$ cat src/rtl/port_fifo.sv
// Per-port input flit buffer for a router node: registered-state ack, no fall-through,
// with wormhole framing tracking (HEADER ... TAIL) and a sticky framing-error flag.
`timescale 1ns/1ps

package noc_types;
    typedef enum logic [1:0] {
        HEADER = 2'd0,
        BODY   = 2'd1,
        TAIL   = 2'd2,
        RSVD   = 2'd3
    } flit_type_t;

    typedef struct packed {
        flit_type_t  flit_type;
        logic [13:0] payload;
    } flit_t;
endpackage

module port_fifo
    import noc_types::*;
#(
    parameter  int DEPTH  = 4,
    parameter  int FLIT_W = $bits(flit_t),
    localparam int CNT_W  = $clog2(DEPTH + 1)
) (
    input  logic              clk,
    input  logic              rst,
    input  logic [FLIT_W-1:0] in_flit,
    input  logic              in_enable,
    output logic              in_ack,
    output logic [FLIT_W-1:0] out_flit,
    output logic              out_enable,
    input  logic              out_ack,
    output logic [CNT_W-1:0]  level,
    output logic [CNT_W-1:0]  pkt_cnt,
    output logic              frame_err
);

    localparam int PTR_W = (DEPTH > 1) ? $clog2(DEPTH) : 1;

    logic [FLIT_W-1:0] mem [DEPTH];
    logic [PTR_W-1:0]  rptr_reg;
    logic [PTR_W-1:0]  wptr_reg;
    logic [CNT_W-1:0]  level_reg;
    logic [CNT_W-1:0]  pkt_cnt_reg;
    logic              frame_err_reg;
    logic              in_pkt_open_reg;

    logic       push;
    logic       pop;
    logic       push_tail;
    logic       pop_tail;
    flit_type_t in_type;
    flit_type_t head_type;

    // Handshake outputs depend only on registered occupancy, never on in_enable/out_ack.
    assign in_ack     = (level_reg != CNT_W'(DEPTH));
    assign out_enable = (level_reg != '0);
    assign out_flit   = out_enable ? mem[rptr_reg] : '0;

    assign push      = in_enable && in_ack;
    assign pop       = out_enable && out_ack;
    assign in_type   = flit_type_t'(in_flit[FLIT_W-1 -: 2]);
    assign head_type = flit_type_t'(mem[rptr_reg][FLIT_W-1 -: 2]);
    assign push_tail = push && (in_type == TAIL);
    assign pop_tail  = pop && (head_type == TAIL);

    assign level     = level_reg;
    assign pkt_cnt   = pkt_cnt_reg;
    assign frame_err = frame_err_reg;

    // Storage is not reset; contents are only observed through the valid window.
    always_ff @(posedge clk) begin
        if (push) begin
            mem[wptr_reg] <= in_flit;
        end
    end

    always_ff @(posedge clk or negedge rst) begin
        if (!rst) begin
            rptr_reg    <= '0;
            wptr_reg    <= '0;
            level_reg   <= '0;
            pkt_cnt_reg <= '0;
        end else begin
            if (push) begin
                wptr_reg <= wptr_reg + 1'b1;
            end
            if (pop) begin
                rptr_reg <= rptr_reg + 1'b1;
            end
            case ({push, pop})
                2'b10:   level_reg <= level_reg + 1'b1;
                2'b01:   level_reg <= level_reg - 1'b1;
                default: level_reg <= level_reg;
            endcase
            case ({push_tail, pop_tail})
                2'b10:   pkt_cnt_reg <= pkt_cnt_reg + 1'b1;
                2'b01:   pkt_cnt_reg <= pkt_cnt_reg - 1'b1;
                default: pkt_cnt_reg <= pkt_cnt_reg;
            endcase
        end
    end

    // Framing is judged on accepted flits only; offending flits are still stored.
    always_ff @(posedge clk or negedge rst) begin
        if (!rst) begin
            in_pkt_open_reg <= 1'b0;
            frame_err_reg   <= 1'b0;
        end else if (push) begin
            case (in_type)
                HEADER: begin
                    if (in_pkt_open_reg) begin
                        frame_err_reg <= 1'b1;
                    end
                    in_pkt_open_reg <= 1'b1;
                end
                BODY: begin
                    if (!in_pkt_open_reg) begin
                        frame_err_reg <= 1'b1;
                    end
                end
                TAIL: begin
                    if (!in_pkt_open_reg) begin
                        frame_err_reg <= 1'b1;
                    end
                    in_pkt_open_reg <= 1'b0;
                end
                default: begin
                    in_pkt_open_reg <= in_pkt_open_reg;
                end
            endcase
        end
    end

endmodule
$ cat config.mk
export PLATFORM = sky130hd
export DESIGN_NAME = port_fifo
export DESIGN_NICKNAME = d
export VERILOG_FILES = /design/src/rtl/port_fifo.sv
export SDC_FILE = /design/constraint.sdc
export NUM_CORES = 1
export LEC_CHECK = 0
export BUFFER_PORTS_ARGS = -buffer_cell sky130_fd_sc_hd__buf_2
export CAP_MARGIN = 10
export CORE_MARGIN = 4
export CORE_UTILIZATION = 60
export CTS_CLUSTER_SIZE = 25
export DETAILED_ROUTE_END_ITERATION = 12
export PLACE_DENSITY = 0.84
export SETUP_SLACK_MARGIN = 0.2
export SLEW_MARGIN = 0
export SYNTH_ARGS = -nofsm -noshare
export SYNTH_HDL_FRONTEND = slang
export SYNTH_SLANG_ARGS = --single-unit
$ cat constraint.sdc
create_clock -name clk -period 4.8 [get_ports clk]
set_input_delay 0.24 -clock clk [delete_from_list [all_inputs] [get_ports clk]]
set_output_delay 0.24 -clock clk [all_outputs]
set_load 0.03 [all_outputs]
# After elaboration in Yosys (flattened, before gate mapping)

Memories as Yosys holds them, arrays and structs flattened.
Cells that the tools add are included.

ROM bits: 0
Register bits after elaboration: 12
Memories: 1
Input bits: 20
Logic and storage cells: 45
Bits in latches: 0
RAM bits: 64

Reductions and logical operators: 13
Div/mod/pow operators: 0
Muxes and demuxes: 9
Add/subtract/negate cells: 6
Multiply operators: 0
Eq/ne operators: 10
Shifts and indexed selects: 0
Bitwise operators: 0
Order comparisons: 0

Memory list:

| memory | words | bits a word | rd ports | clocked after Yosys merged registers in | wr ports | RTL line | text |
|---|---|---|---|---|---|---|---|
| mem    | 4     | 16          | 1        | 0                                       | 1        | 41       | `logic [FLIT_W-1:0] mem [DEPTH];` |

Operators with widths:

| cell                                             | number |
|---|---|
| two-way mux 16 bit                               | 1 |
| case mux 3 bit (2 select lines)                  | 2 |
| == test 2 bit, second input constant             | 4 |
| nonzero test 2 bit                               | 4 |
| adder 3 x 1 -> 3 bit, second input constant      | 2 |
| == test 2 x 1 -> 1 bit, second input constant    | 3 |
| subtractor 3 x 1 -> 3 bit, second input constant | 2 |
| adder 2 x 1 -> 2 bit, second input constant      | 2 |
| logical AND 1 bit                                | 4 |
| two-way mux 1 bit                                | 4 |
| != test 2 bit, second input constant             | 2 |
| case mux 1 bit (2 select lines)                  | 2 |
| AND reduction 4 bit                              | 1 |
| != test 3 bit, second input constant             | 1 |
| nonzero test 3 bit                               | 1 |
| zero test 2 bit                                  | 1 |
| AND reduction 2 bit                              | 1 |
| OR reduction 2 bit                               | 1 |

# Logic depth before layout (Yosys ltp)

Depth in word-level cells: 5
Mapped depth: 11
Depth with buffers taken out: 9

# Worst setup path after synthesis

OpenSTA, ideal clock, no wires.

Path type: reg2reg
Start point: reg level_reg[0], in the netlist level[0]
End point: reg level_reg[2], in the netlist level[2]
Stages on the path, launching flop included: 12
Setup slack: 2.367 ns
Arrival time: 2.353 ns
Cells stage by stage: dfrtp_1 > or3b_1 > buf_6 > and2_4 > buf_6 > inv_1 > ha_1 > inv_1 > fa_1 > xor2_1 > nor2_1 > xor2_1

Longest elaborated chain between the ends: 4
Elaborated cells between the ends (all ways): 10
Classes of those cells: add/sub: 2; eq/ne: 3; mux: 1; reduce/logical: 4

RTL lines:

| item                                                                         | RTL line | text |
|---|---|---|
| from (decl)                                                                  | 44       | `logic [CNT_W-1:0] level_reg;` |
| from (signal assigned)                                                       | 93       | `2'b10: level_reg <= level_reg + 1'b1;` |
| from (signal assigned)                                                       | 94       | `2'b01: level_reg <= level_reg - 1'b1;` |
| from (signal assigned)                                                       | 95       | `default: level_reg <= level_reg;` |
| != test 3 bit (*)                                                            | 57       | `assign in_ack = (level_reg != CNT_W'(DEPTH));` |
| via in_ack                                                                   | 30       | `output logic in_ack,` |
| logical AND 1 bit (*)                                                        | 61       | `assign push = in_enable && in_ack;` |
| == test 2 x 1 -> 1 bit / == test 2 bit (equally long branches)               | 92       | `case ({push, pop})` |
| case mux 3 bit (2 select lines) / nonzero test 2 bit (equally long branches) | -        |  |

Mark *: on every way through the listed nets, which the timed path passes. The rest lies on a longest branch.
A chain may end at the register's enable or synchronous reset.

# Final worst setup path

Start point: reg rptr_reg[1]
End point: reg pkt_cnt_reg[2], in the netlist pkt_cnt[2]

Longest elaborated chain between the ends: 5
Elaborated cells between the ends (all ways): 7
Classes of those cells: eq/ne: 3; mux: 1; reduce/logical: 2; memory: 1

RTL lines:

| item                                                                         | RTL line | text |
|---|---|---|
| from (decl)                                                                  | 42       | `logic [PTR_W-1:0] rptr_reg;` |
| from (signal assigned)                                                       | 90       | `rptr_reg <= rptr_reg + 1'b1;` |
| memory read (4 x 16 bit) (*)                                                 | -        |  |
| == test 2 bit (*)                                                            | 66       | `assign pop_tail = pop && (head_type == TAIL);` |
| logical AND 1 bit (*)                                                        | 66       |  |
| == test 2 x 1 -> 1 bit / == test 2 bit (equally long branches)               | 97       | `case ({push_tail, pop_tail})` |
| case mux 3 bit (2 select lines) / nonzero test 2 bit (equally long branches) | -        |  |
| to (signal assigned)                                                         | 98       | `2'b10: pkt_cnt_reg <= pkt_cnt_reg + 1'b1;` |
| to (signal assigned)                                                         | 99       | `2'b01: pkt_cnt_reg <= pkt_cnt_reg - 1'b1;` |
| to (signal assigned)                                                         | 100      | `default: pkt_cnt_reg <= pkt_cnt_reg;` |
| to (decl)                                                                    | 45       | `logic [CNT_W-1:0] pkt_cnt_reg;` |

Mark *: on every way between the ends. The rest lies on a longest branch, timed or not.

==> metrics <==
outcome finished clean; die span in y between 80 and 90 um; max_slew headroom 0.501; Placed Cells 273; drt first pass iters 4; CTS sink cnt 76; share of cells above drive strength 1 0.382; die width 80.5 um; P&R area growth vs syn 13.8%; simple-gate share of the synthesized area 0.0608; crit path kind register to register; Num CTS Buffers 9; DRC viols 0; DR vias/cell 5.36; Hold Crit Class input pin to register; antenna cell count 0; cts hold-fix bufs 1; IO Count 45; power per cell area 665 nW/um^2; initial antenna violation count 0; Seq/Total Area, Yosys 0.705; cell area after synthesis 3150 sq um; Final TNS setup 0 ps; Vias 1555; first-pass GRT wire length 8680 um; drt initial violations 71; distinct cell type count after synthesis 28; Congestion Overflow GR 0; grt met2 use 0.331; final setup fails 0; RSZ-0062 raised after global routing no; postcts setup bufs 0; Final Slew Violations 0; CTS H-tree lvls 3; type of origin of the critical path register; gr usage total 0.192; Synth Warn # 0; GR Util met3 0.0493; WL/cell 18.6 um; endpoints failing hold 0; register area 2220 sq um; leakage approximately 1.4 nW; Filler cells 347; detailed placement HPWL 3590 um; fin crit period approximately 2500 ps; number of global-route vias before repair between 1.5k and 2k; reg2reg path depth 8; Hold Startpoint in_flit[0]; post-CTS resize count 0; Port-buffer cells 44; WP data arrival 2780 ps; register bit total from synthesis 76; antenna viol nets, final 0; FF-to-FF End pkt_cnt[2]; xor-xnor portion of the synthesized cell area 0.0250; largest net degree at the start of global routing 21; worst r2r src rptr_reg[1]; drt total wl approximately 5400 um; Die Area 6470 sq um; Worst Hold End mem[2][0]; multi-input logic area 847 sq um; initial core utilization 0.617; post-synthesis cell count 166; most frequent cells in the layout edfxtp_1, buf_2, and2_1; mux cell area share after synthesis 0.126; Nets 246; WP data required 5060 ps; total power 2.38 mW; Avg Cell Area, Syn approximately 19 sq um; Synth Net Count 197; Largest register FFs 64; Final Skew 8.07 ps; Final Wtd Congestion approximately 0.72; main combinational cell family by area after synthesis multiplexers; grt peak-use layer met2; final worst path period share 0.524; worst IR drop on VDD 480 uV; CTS tree yes; CP Max Fanout 17; reg2reg setup slack approximately 2300 ps; clock buffer depth 2; Layout Cells excl Fill 290; max_cap viols 0; Reg clk slew, reported paths 70 ps; hold path cells 1; Synth Area in Compound Gates 0.00874; worst skew pair latency 340 ps; Root Buffer clkbuf_8; Synth Area in Adders 0.0485; Setup crit end kind register; commonest non-fill, non-tap cell in the layout edfxtp_1; M1 GR Usage 0.216; Tightest Pin Transition 749 ps; fmax 397 MHz; core area 5110 sq um; # rows 26
layout make-up:
cell class                 instances  area share
clock buffer                      10      0.0356
inverter                           8     0.00838
tap                               70      0.0244
sequential                        76       0.620
multi-input combinational         74       0.236
clock inverter                     6     0.00908
timing repair buffer              46      0.0663
power by group:
group          internal, mW  leakage (nW)  switching [mW]
combinational         0.401         0.546           0.603
clock                 0.183        0.0856           0.214
sequential            0.887         0.724          0.0979
kinds of logic after synthesis:
group           after synthesis
flops                        76
compound gates                4
mux                          19
buf+inv                      16
fa+ha+maj                    11
simple gates                 31
xor+xnor                      9
cells in the mapped netlist, drive strengths merged:
master  instances  area [sq um]
nor2b           1          6.26
mux2i           1          10.0
and3            4          30.0
nand3           2          10.0
or3b            1          8.76
mux4           16           360
a31oi           1          6.26
nor2            3          11.3
edfxtp         64          1920
xnor2           5          43.8
inv             8          30.0
buf             5          40.0
xor2            4          35.0
clkbuf          3          11.3
ha              9           113
dfrtp          12           300
a211oi          1          7.51
or3             1          6.26
and2           18           115
nand2           1          3.75
a21oi           1          5.00
fa              2          40.0
a21o            1          8.76
mux2            2          26.3
layer usage:
metal | up-vias | wire length (um) | share of wire
met5 | - | 0 | 0
met4 | 0 | 141 | 0.026
met3 | 14 | 226 | 0.042
met2 | 39 | 2910 | 0.54
met1 | 777 | 2100 | 0.39
li1 | 725 | - | -
worst max path at each step:
stage	endpoint	cells after the start	slack, ps	startpoint
3_5_place_dp	pkt_cnt[2]	8	2240	rptr_reg[1]
6_report	pkt_cnt[2]	8	2280	rptr_reg[1]
2_1_floorplan	level[2]	11	2370	level[0]
4_1_cts	pkt_cnt[2]	8	2240	rptr_reg[1]
5_1_grt	pkt_cnt[2]	8	2060	rptr_reg[1]
3_3_place_gp	pkt_cnt[2]	8	2380	rptr_reg[1]
worst max-delay path, stage by stage (launching register included):
cell and delay (ps):
dfrtp_1 830, mux4_2 420, nand3_1 90, nor2_1 60
ha_1 230, fa_1 400, xnor2_1 130, nor2_1 120
xor2_1 160
through the flow:
step	hold WS, ps	worst slack [ps]	util	area [sq um]
floorplan	-55.6	2370	-	3150
global placement	134	2380	0.669	3410
detailed placement	141	2240	0.669	3410
CTS	97.2	2240	0.702	3580
global route	98.7	2060	0.702	3580
finish	116	2280	0.702	3580
(Power assumes the default switching activity.)
